<file path="config.mk">
export PLATFORM = sky130hd
export DESIGN_NAME = beat_bpm_detector_flat
export DESIGN_NICKNAME = d
export VERILOG_FILES = /design/src/rtl/beat_bpm_detector_if.sv /design/src/rtl/beat_bpm_detector.sv /design/src/flat_wrapper.sv
export SDC_FILE = /design/constraint.sdc
export NUM_CORES = 1
export LEC_CHECK = 0
export ABC_AREA = 1
export BUFFER_PORTS_ARGS = -buffer_cell sky130_fd_sc_hd__buf_2
export CELL_PAD_IN_SITES_DETAIL_PLACEMENT = 0
export CELL_PAD_IN_SITES_GLOBAL_PLACEMENT = 2
export CORE_MARGIN = 10
export CORE_UTILIZATION = 37
export DETAILED_ROUTE_END_ITERATION = 6
export PLACE_DENSITY_LB_ADDON = 0.1
export SLEW_MARGIN = 0
export SYNTH_ARGS = -nofsm -noshare
export SYNTH_HDL_FRONTEND = slang
export SYNTH_SLANG_ARGS = --single-unit
</file>
<file path="constraint.sdc">
create_clock -name clk -period 3.8 [get_ports clk]
set_input_delay 0.38 -clock clk [delete_from_list [all_inputs] [get_ports clk]]
set_output_delay 0.38 -clock clk [all_outputs]
set_load 0.01 [all_outputs]
</file>
<file path="src/rtl/beat_bpm_detector_if.sv">
// beat_bpm_detector_if: frame input and beat/tempo output bundle of the beat detector.
// master = the block feeding FFT frames and consuming beats, slave = the detector.
interface beat_bpm_detector_if;
  logic        enable;
  logic        frame_valid;
  logic [15:0] mag_band0;
  logic [15:0] mag_band1;
  logic        beat_pulse;
  logic [7:0]  bpm_value;
  logic        bpm_valid;
  logic        busy;

  modport master (
    output enable, frame_valid, mag_band0, mag_band1,
    input  beat_pulse, bpm_value, bpm_valid, busy
  );

  modport slave (
    input  enable, frame_valid, mag_band0, mag_band1,
    output beat_pulse, bpm_value, bpm_valid, busy
  );
endinterface

</file>
<file path="src/rtl/beat_bpm_detector.sv">
// beat_bpm_detector: bass-band beat detector with tempo estimation for the LED
// lighting controller. Per-frame bass energy is compared against an adaptive
// threshold (1.25x running average) with an absolute floor and a refractory
// window; the beat-to-beat interval in ms is turned into BPM by a 16-step
// restoring divider (60000 / interval).
// Build option: define BEAT_SMOOTH_EN to average each new BPM with the previous
// value instead of loading the raw quotient.
module beat_bpm_detector #(
  parameter int          CLK_HZ          = 50_000_000,
  parameter int          AVG_SHIFT       = 3,
  parameter int          THRESH_SHIFT    = 2,
  parameter logic [16:0] MIN_ENERGY      = 17'h00800,
  parameter int          MIN_INTERVAL_MS = 250,
  parameter int          MAX_INTERVAL_MS = 1500
) (
  input logic                clk,
  input logic                rst,
  beat_bpm_detector_if.slave bus
);

  localparam int          PRE_TC       = (CLK_HZ / 1000 > 0) ? CLK_HZ / 1000 : 1;
  localparam int          PRE_W        = (PRE_TC > 1) ? $clog2(PRE_TC) : 1;
  localparam logic [10:0] INTERVAL_SAT = 11'd2047;
  localparam logic [10:0] MIN_IV       = 11'(MIN_INTERVAL_MS);
  localparam logic [10:0] MAX_IV       = 11'(MAX_INTERVAL_MS);
  localparam logic [15:0] BPM_DIVIDEND = 16'd60000;

  typedef enum logic [1:0] {IDLE, DIV, DONE} state_t;

  // Front end state
  logic [PRE_W-1:0]   prescaler_reg;
  logic [10:0]        interval_reg;
  logic [10:0]        latched_interval_reg;
  logic [16:0]        avg_reg;
  logic               beat_pulse_reg;

  // Divider / output state
  state_t             state_reg;
  logic [3:0]         div_cnt_reg;
  logic [15:0]        quo_reg;
  logic [10:0]        rem_reg;
  logic [10:0]        divisor_reg;
  logic [7:0]         bpm_value_reg;
  logic               bpm_valid_reg;
  logic               busy_reg;

  // Combinational helpers
  logic               tick;
  logic [PRE_W-1:0]   prescaler_next;
  logic               sample;
  logic [16:0]        energy;
  logic [17:0]        thresh;
  logic               beat_hit;
  logic [10:0]        interval_next;
  logic               timeout;
  logic signed [17:0] avg_diff;
  logic signed [17:0] avg_step;
  logic [16:0]        avg_next;
  logic [11:0]        rem_shift;
  logic               rem_ge;
  logic [10:0]        rem_next;
  logic [7:0]         q_sat;
  logic [7:0]         bpm_done;

  // 1 ms tick from a free-running prescaler (independent of enable)
  assign tick           = (prescaler_reg == PRE_W'(PRE_TC - 1));
  assign prescaler_next = tick ? '0 : prescaler_reg + PRE_W'(1);

  // Energy and adaptive threshold; the compare uses avg before this frame's update
  assign sample   = bus.frame_valid & bus.enable;
  assign energy   = {1'b0, bus.mag_band0} + {1'b0, bus.mag_band1};
  assign thresh   = {1'b0, avg_reg} + ({1'b0, avg_reg} >> THRESH_SHIFT);
  assign beat_hit = sample && ({1'b0, energy} > thresh) &&
                    (energy >= MIN_ENERGY) && (interval_reg >= MIN_IV);

  // Running average: avg += (e - avg) >>> AVG_SHIFT, arithmetic on signed 18b
  assign avg_diff = $signed({1'b0, energy}) - $signed({1'b0, avg_reg});
  assign avg_step = avg_diff >>> AVG_SHIFT;
  assign avg_next = sample ? 17'({1'b0, avg_reg} + avg_step) : avg_reg;

  // Interval: a beat clears it even on a tick; otherwise saturating +1 per ms
  assign interval_next = beat_hit ? 11'd0 :
                         (tick && interval_reg != INTERVAL_SAT) ? interval_reg + 11'd1 :
                         interval_reg;
  // Fires only on the 2046 -> 2047 step, so a saturated interval reports once
  assign timeout = tick && !beat_hit && (interval_reg == INTERVAL_SAT - 11'd1);

  // One restoring-divide step: shift in the next dividend bit, subtract if it fits
  assign rem_shift = {rem_reg, quo_reg[15]};
  assign rem_ge    = (rem_shift >= {1'b0, divisor_reg});
  assign rem_next  = rem_ge ? (rem_shift[10:0] - divisor_reg) : rem_shift[10:0];

  assign q_sat = (|quo_reg[15:8]) ? 8'hFF : quo_reg[7:0];

`ifdef BEAT_SMOOTH_EN
  assign bpm_done = (bpm_value_reg == 8'd0) ? q_sat :
                    8'(({1'b0, bpm_value_reg} + {1'b0, q_sat} + 9'd1) >> 1);
`else
  assign bpm_done = q_sat;
`endif

  // Front end: prescaler, interval counter, running average and beat strobe
  always_ff @(posedge clk or posedge rst) begin
    if (rst) begin
      prescaler_reg        <= '0;
      interval_reg         <= INTERVAL_SAT;
      latched_interval_reg <= INTERVAL_SAT;
      avg_reg              <= '0;
      beat_pulse_reg       <= 1'b0;
    end else begin
      prescaler_reg  <= prescaler_next;
      interval_reg   <= interval_next;
      avg_reg        <= avg_next;
      beat_pulse_reg <= beat_hit;
      if (beat_hit) begin
        latched_interval_reg <= interval_reg;
      end
    end
  end

  // Tempo FSM: divide the latched interval into 60000 and publish BPM; timeout overrides
  always_ff @(posedge clk or posedge rst) begin
    if (rst) begin
      state_reg     <= IDLE;
      div_cnt_reg   <= '0;
      quo_reg       <= '0;
      rem_reg       <= '0;
      divisor_reg   <= '0;
      bpm_value_reg <= '0;
      bpm_valid_reg <= 1'b0;
      busy_reg      <= 1'b0;
    end else begin
      bpm_valid_reg <= 1'b0;
      case (state_reg)
        IDLE: begin
          if (beat_pulse_reg && latched_interval_reg >= MIN_IV &&
              latched_interval_reg <= MAX_IV) begin
            state_reg   <= DIV;
            busy_reg    <= 1'b1;
            div_cnt_reg <= '0;
            quo_reg     <= BPM_DIVIDEND;
            rem_reg     <= '0;
            divisor_reg <= latched_interval_reg;
          end
        end
        DIV: begin
          quo_reg     <= {quo_reg[14:0], rem_ge};
          rem_reg     <= rem_next;
          div_cnt_reg <= div_cnt_reg + 4'd1;
          if (div_cnt_reg == 4'd15) begin
            state_reg <= DONE;
            busy_reg  <= 1'b0;
          end
        end
        DONE: begin
          bpm_value_reg <= bpm_done;
          bpm_valid_reg <= 1'b1;
          state_reg     <= IDLE;
        end
        default: begin
          state_reg <= IDLE;
          busy_reg  <= 1'b0;
        end
      endcase
      if (timeout) begin
        bpm_value_reg <= 8'd0;
        bpm_valid_reg <= 1'b1;
      end
    end
  end

  assign bus.beat_pulse = beat_pulse_reg;
  assign bus.bpm_value  = bpm_value_reg;
  assign bus.bpm_valid  = bpm_valid_reg;
  assign bus.busy       = busy_reg;

endmodule

</file>
<file path="src/flat_wrapper.sv">
// flat-port wrapper written by rule: the top's interface ports become plain ports
module beat_bpm_detector_flat 
#(
  parameter int          CLK_HZ          = 50_000_000,
  parameter int          AVG_SHIFT       = 3,
  parameter int          THRESH_SHIFT    = 2,
  parameter logic [16:0] MIN_ENERGY      = 17'h00800,
  parameter int          MIN_INTERVAL_MS = 250,
  parameter int          MAX_INTERVAL_MS = 1500
)
  (clk, rst, bus_enable, bus_frame_valid, bus_mag_band0, bus_mag_band1, bus_beat_pulse, bus_bpm_value, bus_bpm_valid, bus_busy);
  beat_bpm_detector_if bus_i ();
  input logic clk;
  input logic rst;
  input wire logic [$bits(bus_i.enable)-1:0] bus_enable;
  input wire logic [$bits(bus_i.frame_valid)-1:0] bus_frame_valid;
  input wire logic [$bits(bus_i.mag_band0)-1:0] bus_mag_band0;
  input wire logic [$bits(bus_i.mag_band1)-1:0] bus_mag_band1;
  output wire logic [$bits(bus_i.beat_pulse)-1:0] bus_beat_pulse;
  output wire logic [$bits(bus_i.bpm_value)-1:0] bus_bpm_value;
  output wire logic [$bits(bus_i.bpm_valid)-1:0] bus_bpm_valid;
  output wire logic [$bits(bus_i.busy)-1:0] bus_busy;
  assign bus_i.enable = bus_enable;
  assign bus_i.frame_valid = bus_frame_valid;
  assign bus_i.mag_band0 = bus_mag_band0;
  assign bus_i.mag_band1 = bus_mag_band1;
  assign bus_beat_pulse = bus_i.beat_pulse;
  assign bus_bpm_value = bus_i.bpm_value;
  assign bus_bpm_valid = bus_i.bpm_valid;
  assign bus_busy = bus_i.busy;
  beat_bpm_detector #(.CLK_HZ(CLK_HZ), .AVG_SHIFT(AVG_SHIFT), .THRESH_SHIFT(THRESH_SHIFT), .MIN_ENERGY(MIN_ENERGY), .MIN_INTERVAL_MS(MIN_INTERVAL_MS), .MAX_INTERVAL_MS(MAX_INTERVAL_MS)) u_core (.clk(clk), .rst(rst), .bus(bus_i));
endmodule
</file>
# == Word level (Yosys, flattened, before mapping) ==
# Cells that the tools add are included.
# Widths: inputs -> output; s select.
# op_classes
n_addsub,8
magnitude_cmp,6
n_eq_ne,8
n_mux,21
n_bitwise,2
n_reduce_logical,18
# op_table
op,n
$mux 11,4
$mux 16,2
$pmux 16 s2,1
$mux 8,3
$ge 11x8->1 const B,2
$pmux 11 s2,1
$add 17x15->18,1
$gt 17x18->1,1
$sub 17x17->18,1
$add 16x16->17,1
$add 17x17->17,1
$ge 17x12->1 const B,1
$add 16x1->16 const B,1
$eq 16x16->1 const B,1
$ge 12x11->1,1
$add 11x1->11 const B,1
$eq 11x11->1 const B,1
$le 11x11->1 const B,1
$ne 11x11->1 const B,1
$sub 11x11->11,1
$logic_and 1x1->1,8
$pmux 4 s2,1
$reduce_or 8->1,1
$reduce_and 2->1,3
16 further kinds,23
# totals
register_bits,110

# == Longest topological paths before layout ==
# Gate-level depths: netlist of the first run.
# depth
depth_word,9
ltp_mapped,30

# == Worst setup path before layout of the first run ==
# No wires, ideal clock.
# synth_path
kind,input to register
start,input bus_mag_band1[0]
end,register u_core.avg_reg[16]
setup_time_ps,126
t_arrival_ps,3906
setup_slack_ps,-232
path_stages,24
path_cell_list,ha_1 -> inv_1 -> fa_1 -> nand3b_1 -> nand2_1 -> nand2_1 -> nand2_1 -> xor2_1 -> ha_1 -> nand2_1 -> o21ai_0 -> a21o_1 -> a21boi_0 -> o21ai_0 -> xor2_1 -> ha_1 -> a21o_1 -> nand3_1 -> a21oi_1 -> a211oi_1 -> nand2_1 -> nand2_1 -> nand3_1 -> xor2_1
# synth_via
elab_chain_len,3
# synth_lines
element,line,rtl
start: declaration,flat_wrapper.sv:18,input wire logic [$bits(bus_i.mag_band1)-1:0] bus_mag_band1;
$add 16x16->17,beat_bpm_detector.sv:71,"assign energy = {1'b0, bus.mag_band0} + {1'b0, bus.mag_band1};"
$sub 17x17->18,beat_bpm_detector.sv:77,"assign avg_diff = $signed({1'b0, energy}) - $signed({1'b0, avg_reg});"
$add 17x17->17,beat_bpm_detector.sv:79,"assign avg_next = sample ? 17'({1'b0, avg_reg} + avg_step) : avg_reg;"
end signal: assignment,beat_bpm_detector.sv:113,avg_reg <= avg_next;
end: declaration,beat_bpm_detector.sv:34,logic [16:0] avg_reg;
# Every way passes these cells.
# A chain may end at the register's enable or synchronous reset.

# == Final worst setup path of the first run ==
# layout_path
start,input bus_mag_band0[0]
end,register u_core.avg_reg[16]
# layout_via
elab_chain_len,3
# layout_lines
element,line,rtl
start: declaration,flat_wrapper.sv:17,input wire logic [$bits(bus_i.mag_band0)-1:0] bus_mag_band0;
$add 16x16->17,beat_bpm_detector.sv:71,
$sub 17x17->18,beat_bpm_detector.sv:77,
$add 17x17->17,beat_bpm_detector.sv:79,
# Every way passes these cells.

==> results.sh, run 1 <==
export IMPL_status="finished, final reports clean"
export IMPL_place_congestion=0.835
export IMPL_clock_fmax_mhz=276
export IMPL_diodes=0
export IMPL_cts_tree="yes"
export IMPL_place_ws_ns=-0.558
export IMPL_utilization=0.494
export IMPL_max_cap_violations=0
export IMPL_seq_area_mm2=0.00279
export IMPL_syn_area_per_cell_um2=7.38
export IMPL_syn_cell_area_mm2=0.00892
export IMPL_cts_inserted_buffers=9
export IMPL_drive_gt1_frac=0.278
export IMPL_drc=0
export IMPL_syn2layout_area_growth_pct=30.7
export IMPL_arrival_ns=3.88
export IMPL_tightestPinTransition_ns=0.774
export IMPL_worst_slack_ns=0.171
export IMPL_die_area_mm2=0.0307
export IMPL_hold_viol_final=0
export IMPL_num_vias=8177
export IMPL_synth_seq_cells=110
export IMPL_drtAntennaViolNets=0
export IMPL_synth_edf_count=0
export IMPL_cp_start_kind="primary input"
export IMPL_cts_root_buf="clkbuf_16"
export IMPL_nets=1532
export IMPL_max_slew_margin=0.482
export IMPL_ioPinCount=47
export IMPL_cts_reportedPaths_clkPinSlew_ns=0.09
export IMPL_nFillCells=2432
export IMPL_leakagePower_nw=5.92
export IMPL_core_area_mm2=0.0236
export IMPL_io_buffers=46
export IMPL_cts_path_max_buffers=2
export IMPL_cts_sinks=110
export IMPL_grt_usage=0.158
export IMPL_antenna_found_initial=0
export IMPL_start_util=0.378
export IMPL_die_w_um=175
export IMPL_wl_per_cell_um=14.0
export IMPL_drt_iter0_drc=395
export IMPL_synth_async_reset_ratio=1.00
export IMPL_hp_class="primary input to async pin"
export IMPL_totalPowerFinal_w=0.00964
export IMPL_end_kind="flop"
export IMPL_post_route_min_period_ns=3.63
export IMPL_slew_violations=0
export IMPL_ys_seq_area_frac=0.312
export IMPL_ys_warn_count=0
export IMPL_rsz0062_at_grt="true"
export IMPL_row_count=56
export IMPL_synthesis_nets=1344
export IMPL_finalSetupViolCount=0
export IMPL_via_per_inst=4.75
export IMPL_largest_reg_flops=17
export IMPL_worstPathMaxFanout=4
export IMPL_crit_type="primary input to flop"
export IMPL_synthCells=1208
export IMPL_dp_hpwl_um=18800
export IMPL_clk_insertion_delay_late_ns=0.37
export IMPL_grt_pass1_vias=8301
export IMPL_drtPass1Iterations=6
export IMPL_multi_input_area_mm2=0.00606
export IMPL_htreeDepth=3
export IMPL_clock_skew_ns=0.0208
export IMPL_grt_pass1_wl_um=40700
export IMPL_p_per_area_mw_per_mm2=827
export IMPL_post_route_period_util=0.955
export IMPL_die_h_um=175
export IMPL_grt_max_degree=111
export IMPL_wirelength_um=24100
export IMPL_yosysUniqueCellTypes=50
export IMPL_vdd_ir_drop_max_mv=0.860
export IMPL_grt_overflow_total=0
export IMPL_synthFlopType="dfrtp_1"
export IMPL_crit_required_ns=4.05
==> worst max-delay path, stage by stage <==
cell,delay [ns]
buf_6,0.07
ha_4,0.13
inv_2,0.03
fa_2,0.33
nand3b_1,0.18
nand2_2,0.13
nand2_2,0.08
nand2_4,0.12
a21oi_4,0.07
xnor2_2,0.25
ha_4,0.27
nand2_4,0.09
o21ai_4,0.06
a211oi_2,0.18
nand2_1,0.12
xor2_2,0.20
ha_1,0.33
a21oi_2,0.16
o21bai_1,0.10
a211oi_2,0.21
nand2_1,0.07
nand2_1,0.07
nand3_2,0.06
xor2_1,0.16
==> cell usage after synthesis (all sizes together) (12+ instances only) <==
library cell    n  area [um^2]
nand3          69          375
inv           187          702
nand2         294         1130
xor2           37          324
o21ai          77          385
dfstp          22          578
nor2           68          265
ha             96         1200
a21oi          94          478
o22ai          12         75.1
nand4          29          196
dfrtp          88         2200
xnor2          23          201
nor3           20          105
==> through the flow <==
step | cells | TNS [ns] | hold WS (ns) | area, um^2
final | 1720 | 0 | 0.150 | 11700
after floorplan | 1208 | -0.0206 | 0.433 | 8960
after detailed placement | 1696 | -4.20 | 0.457 | 10600
after global routing | 1720 | -0.269 | 0.212 | 11700
after CTS | 1712 | 0 | 0.189 | 11000
after global placement | 1696 | -3.61 | 0.452 | 10600
==> cell usage in the layout, fill, tap and decap left out, drive strengths merged, types with 3 or more instances in the layout <==
cell    Yosys  final
a211oi      4      4
a21boi      4      4
a21o        8      8
a21oi      94     94
a22oi       7      7
buf         9    196
clkbuf      9      9
clkinv      0      3
dfrtp      88     88
dfstp      22     22
fa          4      4
ha         96     96
inv       187    191
nand2     294    294
nand3      69     69
nand3b      3      3
nand4      29     29
nor2       68     68
nor3       20     20
nor4        4      4
o21a        6      6
o21ai      77     77
o21bai      7      7
o22ai      12     12
o31ai       5      5
or2         7      7
xnor2      23     23
xor2       37     37
==> cell families after synthesis <==
family,count (synthesis),share of synthesized area
buffers and inverters,206,0.0909
adders and majority gates,100,0.144
xor gates and xnor gates,60,0.0589
DFF,110,0.312
AOI/OAI and AO/OA,234,0.149
and+or+nand+nor,497,0.245
muxes,1,0.00126
==> routing by layer <==
metal	up-vias	part of all wire	routed length [um]	global-route usage
met5	-	0	0	0
met4	0	0.0065	157	0.0268
met3	10	0.013	315	0.0184
met2	44	0.49	11900	0.276
met1	3760	0.49	11700	0.207
li1	4363	-	-	-
==> path summary, 6_finish.rpt <==
path / start / endpoint / slack, ns / cells past startpoint
max in group asynchronous: rst / u_core.avg_reg[8]$_DFFE_PP0P_ / 3.15 / 3
worst min register to register: u_core.prescaler_reg[13]$_DFF_PP0_ / u_core.prescaler_reg[13]$_DFF_PP0_ / 0.47 / 1
worst min-delay path: rst / u_core.prescaler_reg[1]$_DFF_PP0_ / 0.15 / 3
worst max-delay path: bus_mag_band0[0] / u_core.avg_reg[16]$_DFFE_PP0P_ / 0.17 / 24
min in group clk: bus_enable / u_core.avg_reg[13]$_DFFE_PP0P_ / 0.45 / 5
worst max register to register: u_core.avg_reg[6]$_DFFE_PP0P_ / u_core.interval_reg[10]$_DFFE_PP1P_ / 0.35 / 18
==> layout make-up <==
| cell class | instances | area share |
|---|---|---|
| tap | 319 | 0.0342 |
| sequential | 110 | 0.239 |
| clock buffer | 9 | 0.0193 |
| inverter | 187 | 0.0604 |
| timing repair buffer | 196 | 0.121 |
| multi-input combinational | 892 | 0.520 |
| clock inverter | 7 | 0.00644 |
==> where the power goes <==
| part | switching (W) | total (W) | leakage [nW] | internal, W |
|---|---|---|---|---|
| clock network | 0.000491 | 0.000959 | 0.148 | 0.000468 |
| registers | 0.000157 | 0.00143 | 1.37 | 0.00127 |
| logic | 0.00380 | 0.00725 | 4.41 | 0.00345 |
| total | 0.00445 | 0.00964 | 5.92 | 0.00519 |
==> what timing repair did <==
action,in CTS,in global routing
endpoints found under the hold margin,0,0
hold buffers,0,0
gates resized for setup,15,123
pin swaps,2,42
setup buffers,0,8
setup endpoints to repair,7,43
Note: power is estimated with default switching activity, not from simulation.
==> run 2: changes to the inputs <==
--- a/config.mk
+++ b/config.mk
@@ -10,7 +10,8 @@
 export CELL_PAD_IN_SITES_DETAIL_PLACEMENT = 0
 export CELL_PAD_IN_SITES_GLOBAL_PLACEMENT = 2
 export CORE_MARGIN = 10
-export CORE_UTILIZATION = 37
+export CORE_UTILIZATION = 38
+export CTS_BUF_LIST = sky130_fd_sc_hd__clkbuf_4
 export DETAILED_ROUTE_END_ITERATION = 6
 export PLACE_DENSITY_LB_ADDON = 0.1
 export SLEW_MARGIN = 0
==> results.sh, run 2 (same netlist as run 1, synthesis figures left out) <==
export IMPL_htreeDepth=3
export IMPL_core_area_mm2=0.0233
export IMPL_hold_viol_final=0
export IMPL_die_area_mm2=0.0300
export IMPL_vdd_ir_drop_max_mv=0.833
export IMPL_cts_tree="yes"
export IMPL_clk_insertion_delay_late_ns=0.51
export IMPL_ioPinCount=47
export IMPL_ff2ff_setup_slack_ns=0.30
export IMPL_wirelength_um=24100
export IMPL_wl_per_cell_um=13.9
export IMPL_dp_hpwl_um=19100
export IMPL_cts_sinks=110
export IMPL_max_slew_margin=0.417
export IMPL_io_buffers=46
export IMPL_worstRegToRegCells=18
export IMPL_largest_reg_flops=17
export IMPL_post_route_min_period_ns=3.67
export IMPL_drive_gt1_frac=0.261
export IMPL_crit_required_ns=4.22
export IMPL_max_cap_violations=0
export IMPL_drc=0
export IMPL_start_util=0.383
export IMPL_syn2layout_area_growth_pct=27.6
export IMPL_nets=1538
export IMPL_via_per_inst=4.79
export IMPL_drtAntennaViolNets=0
export IMPL_grt_pass1_vias=8287
export IMPL_crit_chain="buf_2 -> ha_1 -> nand2_1 -> nand3_2 -> nand2_1 -> nand2_2 -> a21oi_2 -> xnor2_2 -> ha_1 -> a21oi_2 -> buf_4 -> o21ai_0 -> a211oi_2 -> nand2_2 -> xor2_4 -> ha_4 -> a21oi_4 -> a21oi_2 -> a211oi_2 -> nand2_1 -> nand2_1 -> nand3_2 -> xor2_1"
export IMPL_cts_reportedPaths_clkPinSlew_ns=0.22
export IMPL_p_per_area_mw_per_mm2=835
export IMPL_grt_max_degree=69
export IMPL_die_h_um=173
export IMPL_die_w_um=173
export IMPL_drtPass1Iterations=4
export IMPL_antenna_found_initial=1
export IMPL_tightestPinTransition_ns=0.874
export IMPL_cpMostUsedCell="nand2_1"
export IMPL_final_cell_mix="272 x nand2_1, 176 x inv_1, 153 x buf_4"
export IMPL_max_stage_delay_ns=0.33
export IMPL_cts_path_max_buffers=2
export IMPL_leakagePower_nw=5.85
export IMPL_finalSetupViolCount=0
export IMPL_crit_type="primary input to flop"
export IMPL_place_congestion=0.865
export IMPL_arrival_ns=4.09
export IMPL_cts_root_buf="clkbuf_4"
export IMPL_cp_start_kind="primary input"
export IMPL_cts_hold_buf=0
export IMPL_grt_overflow_total=0
export IMPL_post_route_period_util=0.966
export IMPL_cp_startpoint="bus_mag_band1[2]"
export IMPL_reg2reg_to="u_core.bus.bpm_value[0]$_DFFE_PP0P_"
export IMPL_drt_iter0_drc=381
export IMPL_crit_slowest_cell="ha_1"
export IMPL_hp_class="primary input to async pin"
export IMPL_place_ws_ns=-0.584
export IMPL_grt_usage=0.159
export IMPL_worstPathMaxFanout=4
export IMPL_status="finished, final reports clean"
export IMPL_slew_violations=0
export IMPL_grt_pass1_wl_um=40400
export IMPL_dp_cells=1704
export IMPL_r2r_start="u_core.avg_reg[2]$_DFFE_PP0P_"
export IMPL_clock_skew_ns=0.0556
export IMPL_end_kind="flop"
export IMPL_clock_fmax_mhz=272
export IMPL_final_common_cell="nand2_1"
export IMPL_row_count=56
export IMPL_utilization=0.489
export IMPL_num_vias=8275
export IMPL_cts_inserted_buffers=9
export IMPL_layout_cells_non_filler=1727
export IMPL_worst_slack_ns=0.128
run 2: changes by cell type in the layout (fill, tap and decap cells not counted), sizes merged:
cell / before / now
diode: 0 / 1
bufinv: 0 / 1
inv: 191 / 190
buf: 196 / 202
run 2: through the flow:
stage	total power, W	setup TNS (ns)	hold WS (ns)	instance area (um^2)
3_5_place_dp	0.00803	-4.57	0.457	10600
5_1_grt	0.0106	-0.0886	0.0648	11400
6_report	0.00950	0	0.0413	11400
3_3_place_gp	0.00800	-4.05	0.452	10600
2_1_floorplan	0.00544	-0.0206	0.433	8960
4_1_cts	0.00876	0	0.0309	10800
run 2: how the worst max path moves through the flow:
stage / end / slack, ns
6_report: u_core.avg_reg[16]$_DFFE_PP0P_ / 0.13
2_1_floorplan: u_core.avg_reg[16]$_DFFE_PP0P_ / -0.02
3_3_place_gp: u_core.avg_reg[14]$_DFFE_PP0P_ / -0.53
4_1_cts: u_core.avg_reg[16]$_DFFE_PP0P_ / 0.006
5_1_grt: u_core.avg_reg[16]$_DFFE_PP0P_ / -0.06
3_5_place_dp: u_core.avg_reg[15]$_DFFE_PP0P_ / -0.58
run 2: layer usage:
metal / up-vias / wire length [um] / track usage
met3: 13 / 456 / 0.0179
met1: 3808 / 11300 / 0.200
met2: 69 / 12000 / 0.286
met5: - / 0 / 0
met4: 0 / 260 / 0.0356
li1: 4385 / - / -
run 2: area by class of cell:
cell class	instances	area, um^2
Antenna cell	1	2.50
Clock buffer	9	67.6
Clock inverter	7	100
Fill cell	2425	11900
Inverter	187	704
Multi-Input combinational cell	892	5890
Sequential cell	110	2780
Tap cell	319	399
Timing Repair Buffer	202	1430
run 2: power by group:
part / internal, W / switching (W) / total (W)
Clock: 0.000222 / 0.000454 / 0.000676
Combinational: 0.00350 / 0.00391 / 0.00741
Sequential: 0.00127 / 0.000148 / 0.00142
run 2: worst max-delay path: cells and delay by family:
| kind | cells | cell delay, ns |
|---|---|---|
| fa+ha+maj | 3 | 0.91 |
| compound gates | 7 | 1.26 |
| buf+inv | 2 | 0.23 |
| simple gates | 8 | 0.81 |
| xor+xnor | 3 | 0.53 |
run 2: repair_timing:
item,CTS,global route
endpoints found under the hold margin,0,0
resized for setup,0,97
buffers inserted,0,6
setup endpoints to repair,0,41
